<file path="src/rtl/pipelinediv_result_collector.sv">
// Result collector for the pipelined divider: token tracking, sign/divide-by-zero fix-up and a credit-gated result FIFO.
// Optional build macro DIV_DBZ_COUNT_EN adds a saturating dbz_count output.
module pipelinediv_result_collector #(
  parameter int DIVIDENDLEN = 16,
  parameter int DIVISORLEN  = 8,
  parameter int LATENCY     = 16,
  parameter int FIFO_DEPTH  = 4
) (
  input  logic                   clock,
  input  logic                   reset,
  input  logic                   issue_valid,
  output logic                   issue_ready,
  input  logic                   issue_qneg,
  input  logic                   issue_rneg,
  input  logic                   issue_dbz,
  input  logic [DIVIDENDLEN-1:0] div_quotient,
  input  logic [DIVISORLEN-1:0]  div_remainder,
  output logic                   res_valid,
  input  logic                   res_ready,
  output logic [DIVIDENDLEN-1:0] res_quotient,
  output logic [DIVISORLEN-1:0]  res_remainder,
  output logic                   res_dbz
`ifdef DIV_DBZ_COUNT_EN
  ,
  output logic [7:0]             dbz_count
`endif
);

  localparam int PW = $clog2(FIFO_DEPTH);
  localparam int UW = PW + 1;

  function automatic logic [DIVIDENDLEN-1:0] fix_quotient(
    input logic [DIVIDENDLEN-1:0] q,
    input logic                   neg,
    input logic                   dbz
  );
    logic [DIVIDENDLEN-1:0] res;
    if (dbz) begin
      res = '1;
    end else if (neg) begin
      res = -q;
    end else begin
      res = q;
    end
    return res;
  endfunction

  function automatic logic [DIVISORLEN-1:0] fix_remainder(
    input logic [DIVISORLEN-1:0] r,
    input logic                  neg,
    input logic                  dbz
  );
    logic [DIVISORLEN-1:0] res;
    if (dbz) begin
      res = r;
    end else if (neg) begin
      res = -r;
    end else begin
      res = r;
    end
    return res;
  endfunction

  logic [LATENCY-1:0]     tok_v_r;
  logic [LATENCY-1:0]     tok_qneg_r;
  logic [LATENCY-1:0]     tok_rneg_r;
  logic [LATENCY-1:0]     tok_dbz_r;

  logic [DIVIDENDLEN-1:0] mem_q_r [FIFO_DEPTH];
  logic [DIVISORLEN-1:0]  mem_r_r [FIFO_DEPTH];
  logic                   mem_z_r [FIFO_DEPTH];
  logic [UW-1:0]          wr_ptr_r;
  logic [UW-1:0]          rd_ptr_r;
  logic [UW-1:0]          used_r;

  logic                   accept_s;
  logic                   pop_s;
  logic                   exit_s;
  logic                   push_s;
  logic                   empty_s;
  logic                   full_s;
  logic [DIVIDENDLEN-1:0] fix_q_s;
  logic [DIVISORLEN-1:0]  fix_r_s;
  logic                   fix_z_s;

  assign accept_s    = issue_valid && issue_ready;
  assign pop_s       = res_valid && res_ready;
  assign exit_s      = tok_v_r[LATENCY-1];
  assign empty_s     = (wr_ptr_r == rd_ptr_r);
  assign full_s      = (wr_ptr_r[PW] != rd_ptr_r[PW]) && (wr_ptr_r[PW-1:0] == rd_ptr_r[PW-1:0]);
  assign push_s      = exit_s && !full_s;
  assign issue_ready = (used_r < UW'(FIFO_DEPTH));
  assign res_valid   = !empty_s;

  // Correct the divider output using the flags carried by the exiting token
  always_comb begin
    fix_q_s = fix_quotient(div_quotient, tok_qneg_r[LATENCY-1], tok_dbz_r[LATENCY-1]);
    fix_r_s = fix_remainder(div_remainder, tok_rneg_r[LATENCY-1], tok_dbz_r[LATENCY-1]);
    fix_z_s = tok_dbz_r[LATENCY-1];
  end

  // Token pipe mirrors the divider latency so each result is captured on its exit cycle
  always_ff @(posedge clock) begin
    if (reset) begin
      tok_v_r    <= '0;
      tok_qneg_r <= '0;
      tok_rneg_r <= '0;
      tok_dbz_r  <= '0;
    end else begin
      tok_v_r    <= {tok_v_r[LATENCY-2:0], accept_s};
      tok_qneg_r <= {tok_qneg_r[LATENCY-2:0], issue_qneg};
      tok_rneg_r <= {tok_rneg_r[LATENCY-2:0], issue_rneg};
      tok_dbz_r  <= {tok_dbz_r[LATENCY-2:0], issue_dbz};
    end
  end

  // Result storage; no reset needed since only entries behind the pointers are read
  always_ff @(posedge clock) begin
    if (push_s) begin
      mem_q_r[wr_ptr_r[PW-1:0]] <= fix_q_s;
      mem_r_r[wr_ptr_r[PW-1:0]] <= fix_r_s;
      mem_z_r[wr_ptr_r[PW-1:0]] <= fix_z_s;
    end
  end

  // FIFO pointers carry an extra MSB to tell full from empty
  always_ff @(posedge clock) begin
    if (reset) begin
      wr_ptr_r <= '0;
      rd_ptr_r <= '0;
    end else begin
      wr_ptr_r <= push_s ? wr_ptr_r + UW'(1) : wr_ptr_r;
      rd_ptr_r <= pop_s  ? rd_ptr_r + UW'(1) : rd_ptr_r;
    end
  end

  // Credits cover in-flight tokens plus buffered results, so an exit always finds room
  always_ff @(posedge clock) begin
    if (reset) begin
      used_r <= '0;
    end else if (accept_s && !pop_s) begin
      used_r <= used_r + UW'(1);
    end else if (!accept_s && pop_s) begin
      used_r <= used_r - UW'(1);
    end else begin
      used_r <= used_r;
    end
  end

  // Head of FIFO presented directly; zeros while empty
  always_comb begin
    if (empty_s) begin
      res_quotient  = '0;
      res_remainder = '0;
      res_dbz       = 1'b0;
    end else begin
      res_quotient  = mem_q_r[rd_ptr_r[PW-1:0]];
      res_remainder = mem_r_r[rd_ptr_r[PW-1:0]];
      res_dbz       = mem_z_r[rd_ptr_r[PW-1:0]];
    end
  end

`ifdef DIV_DBZ_COUNT_EN
  // Saturating count of divide-by-zero results entering the buffer
  always_ff @(posedge clock) begin
    if (reset) begin
      dbz_count <= 8'h00;
    end else if (push_s && fix_z_s && (dbz_count != 8'hFF)) begin
      dbz_count <= dbz_count + 8'h01;
    end else begin
      dbz_count <= dbz_count;
    end
  end
`endif

  // An exit into a full buffer means the credit accounting is broken
  always @(posedge clock) begin
    if (!reset && exit_s) begin
      assert (!full_s) else $error("pipelinediv_result_collector: token exit with result buffer full");
    end
  end

endmodule

</file>
<file path="config.mk">
export PLATFORM = sky130hd
export DESIGN_NAME = pipelinediv_result_collector
export DESIGN_NICKNAME = d
export VERILOG_FILES = /design/src/rtl/pipelinediv_result_collector.sv
export SDC_FILE = /design/constraint.sdc
export NUM_CORES = 1
export LEC_CHECK = 0
export ABC_AREA = 0
export CORE_UTILIZATION = 46
export DETAILED_ROUTE_END_ITERATION = 10
export GPL_TIMING_DRIVEN = 0
export HOLD_SLACK_MARGIN = 0.15
export PLACE_DENSITY = 0.76
export SYNTH_ARGS = -nofsm -noshare
export SYNTH_HDL_FRONTEND = slang
export SYNTH_SLANG_ARGS = --single-unit
</file>
<file path="constraint.sdc">
create_clock -name clock -period 7.37 [get_ports clock]
set_clock_uncertainty 0.2 [all_clocks]
set_input_delay 2.211 -clock clock [delete_from_list [all_inputs] [get_ports clock]]
set_output_delay 2.211 -clock clock [all_outputs]
set_load 0.02 [all_outputs]
</file>
## Word-level counts from Yosys, hierarchy flattened

Memory sizes are Yosys's and may differ from the RTL's. A register that Yosys moved wholly into a read port is not among the register bits.
Cells that the tools add are included.

- Register bits: 73
- Memories kept: 3
- Output and inout bits: 27
- Memory bits (writable): 100

- $add $sub $neg: 6
- Magnitude comparators: 1
- Muxes and demuxes: 17
- Eq/ne operators: 3
- Reduce and logical (&&, ||, !) cells: 11

Memory list:

| name | depth | bits a word | read ports | clocked after Yosys merged registers in | wr ports | line | source |
|---|---|---|---|---|---|---|---|
| mem_q_r | 4 | 16 | 1 | 1 | 1 | 69 | `logic [DIVIDENDLEN-1:0] mem_q_r [FIFO_DEPTH];` |
| mem_r_r | 4 | 8 | 1 | 1 | 1 | 70 | `logic [DIVISORLEN-1:0] mem_r_r [FIFO_DEPTH];` |
| mem_z_r | 4 | 1 | 1 | 1 | 1 | 71 | `logic mem_z_r [FIFO_DEPTH];` |

Operator list:

| cell | count |
|---|---|
| $mux 16 | 3 |
| $mux 8 | 3 |
| $neg 16->16 | 1 |
| $mux 2 | 6 |
| $add 3x1->3 const B | 3 |
| $neg 8->8 | 1 |
| $logic_and 1x1->1 | 6 |
| $mux 3 | 2 |
| $logic_not 1->1 | 4 |
| $eq 3x3->1 | 1 |
| $lt 3x3->1 const B | 1 |
| $mux 1 | 3 |
| $sub 3x1->3 const B | 1 |
| $eq 2x2->1 | 1 |
| $reduce_bool 2->1 | 1 |
| $ne 1x1->1 | 1 |

## Longest topological paths before layout

- Word-level depth: 6
- Depth in mapped cells: 8
- Gate-level depth less buffers: 8

## Worst setup path after synthesis

OpenSTA, ideal clock, no wires.

- Path type: in2reg
- Start point: in div_quotient[8]
- End point: mem mem_q_r[0][13], data pin
- Stages: 4
- Data arrival time: 3718 ps
- Required time: 6987 ps
- Setup slack: 3268 ps
- Path through: or4_4 -> or4_4 -> o31ai_4 -> mux2i_1

- Cells in the longest elaborated chain, start to end: 3

Ends and longest elaborated chain:

| what | line | source |
|---|---|---|
| start: declaration | 16 | `input logic [DIVIDENDLEN-1:0] div_quotient,` |
| $neg 16->16 | 41 | `res = -q;` |
| $mux 16 | 40 | `end else if (neg) begin` |
| $mux 16 | 38 | `if (dbz) begin` |
| via fix_q_s[13] | 82 | `logic [DIVIDENDLEN-1:0] fix_q_s;` |
| end: declaration | 69 |  |

The timed path passes the listed nets, and every way through them passes these cells.

## Worst setup path in the final report

- Start point: reg wr_ptr_r[1]
- End point: out res_quotient[1]

- Cells in the longest elaborated chain, start to end: 2

Ends and longest elaborated chain:

| what | line | source |
|---|---|---|
| start: declaration | 72 | `logic [UW-1:0] wr_ptr_r;` |
| start signal: assignment | 132 | `wr_ptr_r <= push_s ? wr_ptr_r + UW'(1) : wr_ptr_r;` |
| $eq 3x3->1 | 89 | `assign empty_s = (wr_ptr_r == rd_ptr_r);` |
| $mux 16 | 152 | `if (empty_s) begin` |
| end: declaration | 20 | `output logic [DIVIDENDLEN-1:0] res_quotient,` |

No other way between the ends.

==> impl_results.rst <==
.. list-table::
   :header-rows: 1

   * - Metric
     - Value
   * - Final routed DRC violation total
     - 0
   * - Final min period
     - about 5.6 ns
   * - Number of core rows
     - between 40 and 50
   * - Max transition margin
     - under 10%
   * - CTS-repair resized insts
     - 0
   * - Port-buffer cells
     - 56
   * - Sinks on Clock Net
     - 175
   * - Routed via count divided by cell count
     - 4.980
   * - Run status
     - completed
   * - Static power due to leakage
     - 2.744 nW
   * - Register bit count reported by yosys
     - around 180
   * - GR Overflow Total
     - 0
   * - Share of the synthesized area in the top cell type
     - 45.43%
   * - Sequence of cells on the critical path
     - xor2_1 -> nor3_1 -> clkbuf_1 -> nor2b_1 -> clkdlybuf4s50_1
   * - Number of antenna cells inserted
     - 0
   * - Critical path peak fanout
     - 10
   * - Yosys warns
     - 0
   * - Cell-internal power
     - 0.001538 W
   * - Floorplan die height
     - about 120 um
   * - Aggregate negative setup slack
     - 0 ns
   * - Area Overhead vs Synth
     - 20.22%
   * - Seq pwr share
     - between 50% and 60%
   * - Initial antenna violation count
     - 0
   * - Final hold violation count
     - 0
   * - Via count of the first global-routing pass
     - 3608
   * - Most used standard cells in the synthesized netlist
     - sky130_fd_sc_hd__edfxtp_1 (100), sky130_fd_sc_hd__nor2b_1 (93), sky130_fd_sc_hd__dfxtp_1 (75)
   * - Clock Power Share
     - between 40 and 50%
   * - Overall global routing resource usage
     - 16.19%
   * - I/O pin count
     - 58
   * - Unrepaired setup endpoints after global routing
     - false
   * - Min-delay src
     - tok_rneg_r[14]
   * - Comb power frac
     - roughly 3.8%
   * - Setup violations, final
     - 0
   * - Layout cells sized above 1
     - about an eighth
   * - Synthesized area per cell
     - between 15 and 20 sq um
   * - Post-Synthesis Net Count
     - between 400 and 500
   * - Synthesized area
     - 6610 sq um
   * - DR vias
     - between 3000 and 4000
   * - Total count of max-transition violations in the final report
     - 0
   * - Skew-Pair Late Insertion Delay
     - between 0.4 and 0.5 ns
   * - Residual antenna-violating net count after detailed routing
     - 0
   * - Critical-path cell with the highest stage delay
     - sky130_fd_sc_hd__nor3_1
   * - Critical path capture point type
     - output pin
   * - Clock slew at reported path FFs
     - about 0.060 ns
   * - Worst Path Arrival
     - approximately 3.2 ns
   * - Number of clock buffers inserted by TritonCTS
     - 17
   * - CP Launch Type
     - register
   * - Number of post-CTS setup repair buffers
     - 0
   * - Number of max-cap violations
     - 0
   * - RePlAce Congestion
     - a little over 0.8
   * - CTS root buffer
     - sky130_fd_sc_hd__clkbuf_16
   * - Delay of the slowest cell on the worst path
     - around 0.97 ns
   * - Max Clock Freq
     - roughly 180 MHz
   * - Routed WL per cell
     - about 15 um
   * - Count of hold-fix buffers inserted at cts
     - 0
   * - Worst Hold Slack
     - about 0.23 ns
   * - Nets
     - ~550
   * - Critical path start-end classification
     - reg2out
   * - Detailed-router iteration count before antenna repair
     - 4
   * - Most numerous cell in the Yosys netlist
     - sky130_fd_sc_hd__edfxtp_1
   * - H-tree levels
     - 4
   * - Critical path launch point
     - wr_ptr_r[1]
   * - Class of the tightest hold or removal check
     - reg2reg
   * - Largest net degree at the start of global routing
     - 26
   * - Worst reg2reg startpoint
     - wr_ptr_r[1]
   * - Dominant delay contributor by cell family on the critical path
     - simple AND/OR/NAND/NOR gates
   * - Buffers & Inverters on Critical Path
     - 2
   * - Final period util
     - 75.39%
   * - Overall power consumption
     - 0.001938 W
   * - Area leader, netlist
     - sky130_fd_sc_hd__edfxtp_1
   * - Total half-perimeter wirelength after legalization and detailed placement
     - ~6.9 mm
   * - Asr flop ratio synth
     - 0%
   * - Number of instances in the synthesized netlist
     - around 440
   * - Wire length of the first global-routing pass
     - ~18 mm
   * - Horizontal die dimension
     - between 100 and 150 um
   * - Main synth FF type
     - sky130_fd_sc_hd__edfxtp_1
   * - Sequential area share after synthesis
     - 68.14%
   * - Netlist cell types
     - 34
   * - Wire length reported by the detailed router
     - around 11 mm
   * - Core region area
     - 13930 sq um
   * - Synth area leaders
     - sky130_fd_sc_hd__edfxtp_1 (45%), sky130_fd_sc_hd__dfxtp_1 (23%), sky130_fd_sc_hd__nor2b_1 (8.8%), sky130_fd_sc_hd__mux4_2 (8.5%), sky130_fd_sc_hd__xor2_1 (2.7%)
   * - Data required time of the critical path
     - 4.96 ns
   * - Sw Ratio
     - around 21%
   * - Clock tree from TritonCTS
     - built
   * - Count of flip-flops with a built-in enable after synthesis
     - 100
   * - Die ar.
     - roughly 15000 sq um
   * - Number of violations reported at the end of detailed-routing iteration 0
     - around 180
   * - Actual slew at the worst max-slew pin
     - between 1 and 1.5 ns
   * - Net load switching power
     - between 0.0003 and 0.0004 W
   * - Starting utilization of the core area
     - about 47%
   * - Peak supply drop
     - 0.1472 mV
   * - Power per unit of standard cell area
     - approximately 240 nW/um^2
   * - Bufs on Longest Clock Path
     - 2
-- power groups by stage --
stage / clock [W] / combinational, W / sequential [W]
final: 0.000820 / 0.0000738 / 0.00104
after detailed placement: 0 / 0.0000731 / 0.00107
after global placement: 0 / 0.0000697 / 0.00106
after CTS: 0.000834 / 0.0000742 / 0.00104
after global routing: 0.000874 / 0.0000823 / 0.00104
after floorplan: 0 / 0.0000399 / 0.00106
-- flip-flops by register name, indices dropped and copies added, names as in the netlist, named ones only --
name	count
mem_q_r	64
mem_r_r	32
tok_qneg_r	16
rd_ptr_r	3
tok_v_r	16
used_r	3
wr_ptr_r	3
mem_z_r	4
tok_dbz_r	16
tok_rneg_r	16
-- cells by family after synthesis --
group / count (synthesis) / synth area share [%]
AND/OR/NAND/NOR: 139 / 12.21
AO/OA/AOI/OAI: 25 / 2.877
multiplexers: 31 / 9.445
XOR/XNOR: 27 / 3.578
buffers and inverters: 33 / 1.931
flip-flops: 175 / 68.14
adder cells (fa/ha/maj): 9 / 1.817
-- path summary, 6_finish.rpt --
path	slack (ns)	end	depth (start not counted)
worst max-delay path	1.81	res_quotient[1]	5
worst max register to register	4.57	used_r[2]	8
worst min-delay path	0.23	tok_rneg_r[15]	1
worst min register to register	0.23	tok_rneg_r[15]	1
-- worst reg2reg max path: cells and delay by family (launching register included) --
family                     cells  cell delay [ns]
DFF                            1             0.42
xor gates and xnor gates       2             0.32
and+or+nand+nor                1             0.31
adders and majority gates      2             0.68
AOI/OAI and AO/OA              2             0.72
buffers and inverters          1             0.07
-- cells in the final DEF (no fill, tap or decap), types with 4 or more instances in the layout --
cell type / synthesis / final
sky130_fd_sc_hd__clkdlybuf4s50_1: 0 / 56
sky130_fd_sc_hd__xor2_1: 20 / 20
sky130_fd_sc_hd__inv_1: 14 / 14
sky130_fd_sc_hd__edfxtp_1: 100 / 100
sky130_fd_sc_hd__or3_1: 4 / 4
sky130_fd_sc_hd__clkbuf_16: 0 / 17
sky130_fd_sc_hd__clkbuf_1: 16 / 18
sky130_fd_sc_hd__nor2b_1: 93 / 93
sky130_fd_sc_hd__clkinvlp_4: 0 / 5
sky130_fd_sc_hd__nor2_1: 15 / 15
sky130_fd_sc_hd__dfxtp_1: 75 / 75
sky130_fd_sc_hd__nand2_1: 14 / 14
sky130_fd_sc_hd__xnor2_1: 7 / 7
sky130_fd_sc_hd__mux4_2: 25 / 25
sky130_fd_sc_hd__o31ai_1: 7 / 7
sky130_fd_sc_hd__ha_1: 8 / 8
sky130_fd_sc_hd__mux2i_1: 5 / 5
-- final cells by class --
cell class	count	area, sq um
fillers	1076	5988
well taps	180	225.2
plain buffers	19	75.07
repair buffers	56	560.5
flip-flops and latches	175	4504
clock buffers	19	432.9
clock inverters	13	115.1
inverters	14	52.55
multi-input cells	231	1981
-- per-stage QoR --
stage                     cell area (sq um)  instances  setup WS [ns]  util (%)
after floorplan                        6610        439          3.268         -
after global placement                 7396        675          2.325     53.08
after detailed placement               7396        675          2.257     53.08
after CTS                              7944        707          1.675     57.01
after global routing                   7946        707          1.597     57.03
final                                  7946        707          1.814     57.03
-- metal layers --
metal	track usage, %	part of all wire (%)	routed length, um
met1	20.08	43	4713
met2	26.69	50	5478
met3	4.120	4.6	503
met4	7.176	1.7	183
met5	0	0	0
Power figures use the tool's default switching activity.
